[src/rtl/uart_bus_sequencer.sv]
// Bus-master sequencer for the UART register window: walks registers with wrap-around,
// streams write data in and read data out, retries failed accesses, latches a sticky error.
module uart_bus_sequencer #(
   parameter int                ADDR_W      = 32,
   parameter int                DATA_W      = 32,
   parameter int                NUM_REGS    = 5,
   parameter int                ADDR_STRIDE = 4,
   parameter logic [ADDR_W-1:0] BASE_ADDR   = '0,
   parameter int                CNT_W       = 8,
   parameter int                MAX_RETRY   = 3
) (
   input  logic                        clk,
   input  logic                        nReset,
   input  logic                        cmd_valid,
   output logic                        cmd_ready,
   input  logic                        cmd_write,
   input  logic [$clog2(NUM_REGS)-1:0] cmd_start_idx,
   input  logic [CNT_W-1:0]            cmd_count,
   input  logic [DATA_W-1:0]           wr_data,
   input  logic                        wr_valid,
   output logic                        wr_ready,
   output logic [DATA_W-1:0]           rd_data,
   output logic                        rd_valid,
   output logic [ADDR_W-1:0]           bus_addr,
   output logic                        bus_ren,
   output logic                        bus_wen,
   output logic [DATA_W-1:0]           bus_wdata,
   input  logic [DATA_W-1:0]           bus_rdata,
   input  logic                        bus_ready,
   input  logic                        bus_error,
   output logic                        busy,
   output logic                        done,
   output logic                        err,
   input  logic                        err_clear
);

   localparam int IDX_W   = $clog2(NUM_REGS);
   localparam int RETRY_W = (MAX_RETRY > 0) ? $clog2(MAX_RETRY + 1) : 1;

   localparam logic [IDX_W-1:0]   LAST_IDX  = IDX_W'(NUM_REGS - 1);
   localparam logic [RETRY_W-1:0] RETRY_LIM = RETRY_W'(MAX_RETRY);
   localparam logic [ADDR_W-1:0]  STRIDE_A  = ADDR_W'(ADDR_STRIDE);

   typedef enum logic [2:0] {
      S_IDLE,
      S_FETCH,
      S_ISSUE,
      S_WAIT,
      S_ERROR
   } state_e;

   state_e              state_q,     state_d;
   logic                write_q,     write_d;
   logic [IDX_W-1:0]    idx_q,       idx_d;
   logic [CNT_W-1:0]    remain_q,    remain_d;
   logic [RETRY_W-1:0]  retry_q,     retry_d;
   logic [ADDR_W-1:0]   bus_addr_q,  bus_addr_d;
   logic                bus_ren_q,   bus_ren_d;
   logic                bus_wen_q,   bus_wen_d;
   logic [DATA_W-1:0]   bus_wdata_q, bus_wdata_d;
   logic [DATA_W-1:0]   rd_data_q,   rd_data_d;
   logic                rd_valid_q,  rd_valid_d;
   logic                done_q,      done_d;
   logic                err_q,       err_d;

   assign cmd_ready = (state_q == S_IDLE);
   assign busy      = (state_q != S_IDLE);
   assign wr_ready  = (state_q == S_FETCH) && wr_valid;
   assign bus_addr  = bus_addr_q;
   assign bus_ren   = bus_ren_q;
   assign bus_wen   = bus_wen_q;
   assign bus_wdata = bus_wdata_q;
   assign rd_data   = rd_data_q;
   assign rd_valid  = rd_valid_q;
   assign done      = done_q;
   assign err       = err_q;

   always_comb begin
      state_d     = state_q;
      write_d     = write_q;
      idx_d       = idx_q;
      remain_d    = remain_q;
      retry_d     = retry_q;
      bus_addr_d  = bus_addr_q;
      bus_ren_d   = bus_ren_q;
      bus_wen_d   = bus_wen_q;
      bus_wdata_d = bus_wdata_q;
      rd_data_d   = rd_data_q;
      rd_valid_d  = 1'b0;
      done_d      = 1'b0;
      err_d       = err_q;

      case (state_q)
         S_IDLE: begin
            if (cmd_valid) begin
               write_d  = cmd_write;
               idx_d    = (cmd_start_idx > LAST_IDX) ? '0 : cmd_start_idx;
               remain_d = cmd_count;
               retry_d  = '0;
               if (cmd_count == '0) begin
                  done_d = 1'b1;
               end else begin
                  state_d = cmd_write ? S_FETCH : S_ISSUE;
               end
            end
         end

         S_FETCH: begin
            if (wr_valid) begin
               bus_wdata_d = wr_data;
               state_d     = S_ISSUE;
            end
         end

         S_ISSUE: begin
            bus_addr_d = BASE_ADDR + STRIDE_A * ADDR_W'(idx_q);
            bus_ren_d  = !write_q;
            bus_wen_d  = write_q;
            state_d    = S_WAIT;
         end

         S_WAIT: begin
            // bus_error wins over bus_ready; a retry reuses the held address and data
            if (bus_error) begin
               bus_ren_d = 1'b0;
               bus_wen_d = 1'b0;
               if (retry_q < RETRY_LIM) begin
                  retry_d = retry_q + RETRY_W'(1);
                  state_d = S_ISSUE;
               end else begin
                  err_d   = 1'b1;
                  state_d = S_ERROR;
               end
            end else if (bus_ready) begin
               bus_ren_d = 1'b0;
               bus_wen_d = 1'b0;
               retry_d   = '0;
               if (!write_q) begin
                  rd_data_d  = bus_rdata;
                  rd_valid_d = 1'b1;
               end
               remain_d = remain_q - CNT_W'(1);
               idx_d    = (idx_q == LAST_IDX) ? '0 : idx_q + IDX_W'(1);
               if (remain_q == CNT_W'(1)) begin
                  done_d  = 1'b1;
                  state_d = S_IDLE;
               end else begin
                  state_d = write_q ? S_FETCH : S_ISSUE;
               end
            end
         end

         S_ERROR: begin
            if (err_clear) begin
               err_d   = 1'b0;
               state_d = S_IDLE;
            end
         end

         default: state_d = S_IDLE;
      endcase
   end

   always_ff @(posedge clk or negedge nReset) begin
      if (!nReset) begin
         state_q     <= S_IDLE;
         write_q     <= 1'b0;
         idx_q       <= '0;
         remain_q    <= '0;
         retry_q     <= '0;
         bus_addr_q  <= BASE_ADDR;
         bus_ren_q   <= 1'b0;
         bus_wen_q   <= 1'b0;
         bus_wdata_q <= '0;
         rd_data_q   <= '0;
         rd_valid_q  <= 1'b0;
         done_q      <= 1'b0;
         err_q       <= 1'b0;
      end else begin
         state_q     <= state_d;
         write_q     <= write_d;
         idx_q       <= idx_d;
         remain_q    <= remain_d;
         retry_q     <= retry_d;
         bus_addr_q  <= bus_addr_d;
         bus_ren_q   <= bus_ren_d;
         bus_wen_q   <= bus_wen_d;
         bus_wdata_q <= bus_wdata_d;
         rd_data_q   <= rd_data_d;
         rd_valid_q  <= rd_valid_d;
         done_q      <= done_d;
         err_q       <= err_d;
      end
   end

endmodule

[config.mk]
export PLATFORM = sky130hd
export DESIGN_NAME = uart_bus_sequencer
export DESIGN_NICKNAME = d
export VERILOG_FILES = /design/src/rtl/uart_bus_sequencer.sv
export SDC_FILE = /design/constraint.sdc
export NUM_CORES = 1
export LEC_CHECK = 0
export ABC_AREA = 1
export BUFFER_PORTS_ARGS = -buffer_cell sky130_fd_sc_hd__buf_2
export CORE_UTILIZATION = 25
export CTS_BUF_LIST = sky130_fd_sc_hd__clkbuf_8 sky130_fd_sc_hd__clkbuf_16
export DETAILED_ROUTE_END_ITERATION = 8
export PLACE_DENSITY = 0.47
export RECOVER_POWER = 50
export SLEW_MARGIN = 30
export SYNTH_ARGS = -nofsm -noshare
export SYNTH_HDL_FRONTEND = slang
export SYNTH_SLANG_ARGS = --single-unit
export TNS_END_PERCENT = 1
[constraint.sdc]
create_clock -name clk -period 2.1 [get_ports clk]
set_input_delay 0.42 -clock clk [delete_from_list [all_inputs] [get_ports clk]]
set_output_delay 0.42 -clock clk [all_outputs]
set_load 0.03 [all_outputs]
* After elaboration in Yosys (flattened, before gate mapping)
Cells that the tools add are included.
Operators by class: $add $sub $neg 3, $lt $le $gt $ge 2, eq/ne operators 16, mux-type cells 44, bitwise gates (word level) 2, reductions and logical operators 16
Operators with widths (number):
- $mux 3 | 12
- $mux 8 | 3
- $ne 2x2->1 const B | 8
- $pmux 8 s2 | 1
- $reduce_and 4->1 | 4
- $pmux 3 s5 | 1
- $mux 1 | 14
- $mux 2 | 7
- $eq 8x1->1 const B | 1
- $logic_not 8->1 | 1
- $pmux 1 s2 | 4
- $sub 8x1->8 const B | 1
- $eq 3x2->1 const B | 2
- $eq 3x3->1 const B | 2
- $ne 3x3->1 const B | 2
- $pmux 3 s2 | 1
- $reduce_and 2->1 | 3
- $reduce_bool 2->1 | 3
- $reduce_and 5->1 | 1
- $pmux 2 s2 | 1
- $add 3x1->3 const B | 1
- $eq 3x1->1 const B | 1
- $gt 3x3->1 const B | 1
- $logic_not 3->1 | 1
- other kinds (6) | 7
Word-level totals: flip-flop bits (word level) 89, bits of input ports 83, output and inout bits 104, word-level logic and storage cells 96

* Logic depth before layout (Yosys ltp)
word-level depth 5, gate-level depth with buffers 8

* Worst setup path after synthesis
No wires, ideal clock.
path kind reg-to-reg, start register state_q[1], end register bus_wdata_q[0] (netlist: bus_wdata[0]), data arrival time 1.401 ns, data required time 1.975 ns, slack 0.575 ns, stages on the path, launching flop included 6, path buffers 1, clock period less this slack 1.525 ns, path through dfrtp_1 nor2_2 nand2_2 nor2_4 buf_6 mux2_2
Between the ends: word-level cells in the longest chain between the ends 2
RTL lines:
- start, declared | line 52 | state_e state_q, state_d;
- start signal, assigned | line 180 | state_q <= state_d;
- $eq 3x1->1 | line 93 | case (state_q)
- $reduce_and 2->1 (no source line)
- end signal, assigned | line 188 | bus_wdata_q <= bus_wdata_d;
- end, declared | line 60 | logic [DATA_W-1:0] bus_wdata_q, bus_wdata_d;
Every way passes these cells. A chain may end at the register's enable or synchronous reset.

* Final worst setup path
start register state_q[1], end output port wr_ready
Between the ends: word-level cells in the longest chain between the ends 2
RTL lines:
- $eq 3x1->1 | line 68 | assign wr_ready = (state_q == S_FETCH) && wr_valid;
- $logic_and 1x1->1 | line 68
- end, declared | line 21 | output logic wr_ready,
Every way passes these cells.

==> summary.txt <==
clock-pin transition on the worst setup and hold timing paths: 60 ps
Final Max Slew Viols: 0
drt pass-1 iters: 4
Die ar.: 17100 um^2
dpl hpwl: 7.22 mm
largest net degree at the start of global routing: 45
number of primary I/O pins: 187
Final Cycle Share: 92.2%
FMAX: 516 MHz
status: complete, no violations
Pwr Total: 8.81 mW
Hold EP: rd_data[24]$_DFFE_PN0P_
share of power burned in registers: 34.0%
Area Overhead vs Synth: 28.6%
type of destination of the critical path: primary output
max_cap viols: 0
Max stage delay on crit path: 450 ps
Post-CTS Setup Inserts: 1
CTS Buf Count: 9
most frequent cells in the layout: nand2_1 (163), buf_2 (121), dfrtp_1 (89)
final setup violation count: 0
Clock power frac: 19.1%
Yosys cell types: 31
switching share of total power: 45.0%
RR Endpoint: bus_wdata[31]$_DFFE_PN0P_
drc violations: 0
clock root buffer: clkbuf_16
Hold Slack: 274 ps
Syn. warnings: 0
Worst-Skew Late Latency: 340 ps
Antenna diodes: 0
crit-path cells: nor2_2 > nand2_2 > nor2_4 > buf_2
area leader, netlist: dfrtp_1
nets: 695
CP Max Fanout: 6
H-tree Lvls: 3
Reg-to-Reg Start: state_q[1]$_DFFE_PN0P_
CP arrival: 1520 ps
post-route minimum period: 1940 ps
vias per cell: 4.05
Hold Vio Cnt, Final: 0
Post-CTS Hold Buffers: 0
switching pwr: 3.96 mW
Worst-Margin Slew: 1140 ps
wire per inst: 11.7 um
Hold Crit Class: input pin to register
Reg2Reg Depth: 6
Hold Crit Depth: 3
most common cell after layout, fill and taps aside: nand2_1
fraction of layout cells with a size suffix above 1: 30.0%
Syn Std Cell Area: 4150 um^2
Pwr Density: 1650 nW/um^2
via count: 3353
CP Class: register to primary output
r2r setup slk: 280 ps
Initial Util: 25.8%
Hold Crit Start: bus_rdata[24]
vias in the first global route: 3128
1st-iter DRT viols: 144
I/O Buffers: 157
Worst EP required: 1680 ps
deepest clock path buffer count: 2
routability cong.: 0.808
Core Area: 16100 um^2
first-pass GRT wire length: 15.1 mm
post-synthesis sequential area ratio: 53.7%
PostCTS Resize Cnt: 0
antenna-violating nets left: 0
initial antenna violation count: 0
Area after DPL: 5080 um^2
Total Neg Setup Slack: 0 ps
CTS tree: built
fin area: 5330 um^2
Buf/Inv on CP: 1
Die X: 131 um
Logic pwr share: 46.9%
Synth area leaders: dfrtp_1 (54%), nand2_1 (15%), mux2_2 (8.4%)
internal cell power: 4.85 mW
Die Span Y: 131 um
Total GRT Usage: 11.7%
clk_skew: 4.59 ps
Setup crit start kind: register
Post-Synthesis Cells: 444
Max IR drop VDD: 0.609 mV
Avg Inst Size Synth: 9.34 um^2
Slowest cell on crit path: dfrtp_1
gr ovfl total: 0
RSZ-0062 raised after global routing: no
CTS sink count: 89
P_leak: 2.81 nW
Yosys top cell area share: 53.7%
Top delay family on crit path: simple AND/OR/NAND/NOR gates
row count: 46
worst slew margin relative to its limit: 24.2%
Seq cells post-synth: 89
final wirelength: 9.70 mm
-- worst reg2reg max path, delay by kind of cell (launching register included) --
| kind | cells | cell delay, ps |
|---|---|---|
| multiplexers | 1 | 340 |
| buffers and inverters | 2 | 390 |
| flip-flops | 1 | 450 |
| AND/OR/NAND/NOR | 3 | 520 |
-- power by group through the flow --
stage / logic (mW) / clock network [mW] / registers [mW]
CTS: 4.28 / 1.78 / 3.00
global placement: 4.23 / 0 / 3.00
floorplan: 1.81 / 0 / 4.28
finish: 4.13 / 1.69 / 3.00
detailed placement: 4.26 / 0 / 3.01
global route: 4.54 / 1.86 / 3.11
-- metrics by stage --
step	std cells	utilization (%)	setup slack [ps]
final	827	33.2	163
after detailed placement	811	31.6	301
after floorplan	472	-	575
after CTS	827	33.6	134
after global routing	827	33.2	33.1
after global placement	811	31.6	343
-- synthesized netlist by cell type --
cell        n
xnor2_1     2
a21oi_1     1
a32oi_1     1
ha_1        5
o211ai_1    1
nor2_4      2
o211ai_2    1
inv_1      24
nor3b_1     1
buf_6       4
buf_2       3
nand3_2     1
nand3_1    25
nand4_4     1
nand2_1   163
dfrtp_1    89
buf_4      32
nand2_2     2
nor2_1     24
conb_1      1
nand4_1     1
mux2_1      1
or2_2       1
xor2_1      1
mux2_2     31
o21ai_0    19
nor3_1      1
nor2_2      1
o31ai_1     1
inv_2       2
clkbuf_1    2
-- cell families after synthesis --
family	count (synthesis)	synth area share, %
multiplexers	32	8.69
AO/OA/AOI/OAI	24	3.29
buffers and inverters	67	9.78
adder cells (fa/ha/maj)	5	1.51
other	1	0.0904
AND/OR/NAND/NOR	223	22.3
XOR/XNOR	3	0.634
flip-flops	89	53.7
-- worst max path at each step --
stage                                       from                  endpoint  slack, ps  depth (start not counted)
after floorplan           state_q[1]$_DFFE_PN0P_  bus_wdata[0]$_DFFE_PN0P_        570                          5
after global placement    state_q[1]$_DFFE_PN0P_                  wr_ready        340                          4
after detailed placement  state_q[1]$_DFFE_PN0P_                  wr_ready        300                          4
after CTS                 state_q[1]$_DFFE_PN0P_                  wr_ready        130                          4
after global routing                      nReset  bus_wdata[3]$_DFFE_PN0P_         30                          2
final                     state_q[1]$_DFFE_PN0P_                  wr_ready        160                          4
-- per-layer routing --
| metal | share of wire (%) | global-route usage [%] | vias up |
|---|---|---|---|
| li1 | - | - | 1669 |
| met1 | 46 | 15.0 | 1545 |
| met2 | 44 | 17.5 | 132 |
| met3 | 7.6 | 3.58 | 7 |
| met4 | 1.5 | 6.29 | 0 |
| met5 | 0 | 0 | - |
-- registers in the layout, summed over array words and instances, names as in the netlist --
name,count
write_q,1
state_q,3
bus_wdata,32
bus_wen,1
bus_addr,3
rd_valid,1
retry_q,2
rd_data,32
err,1
idx_q,3
remain_q,8
bus_ren,1
done,1
-- cell type report --
type / instances / area [um^2]
flip-flops and latches: 89 / 2230
clock buffers: 10 / 239
fillers: 1744 / 10700
multi-input cells: 316 / 1620
clock inverters: 5 / 72.6
well taps: 216 / 270
repair buffers: 165 / 807
inverters: 26 / 97.6
No activity file was read; power rests on OpenSTA's default activity.
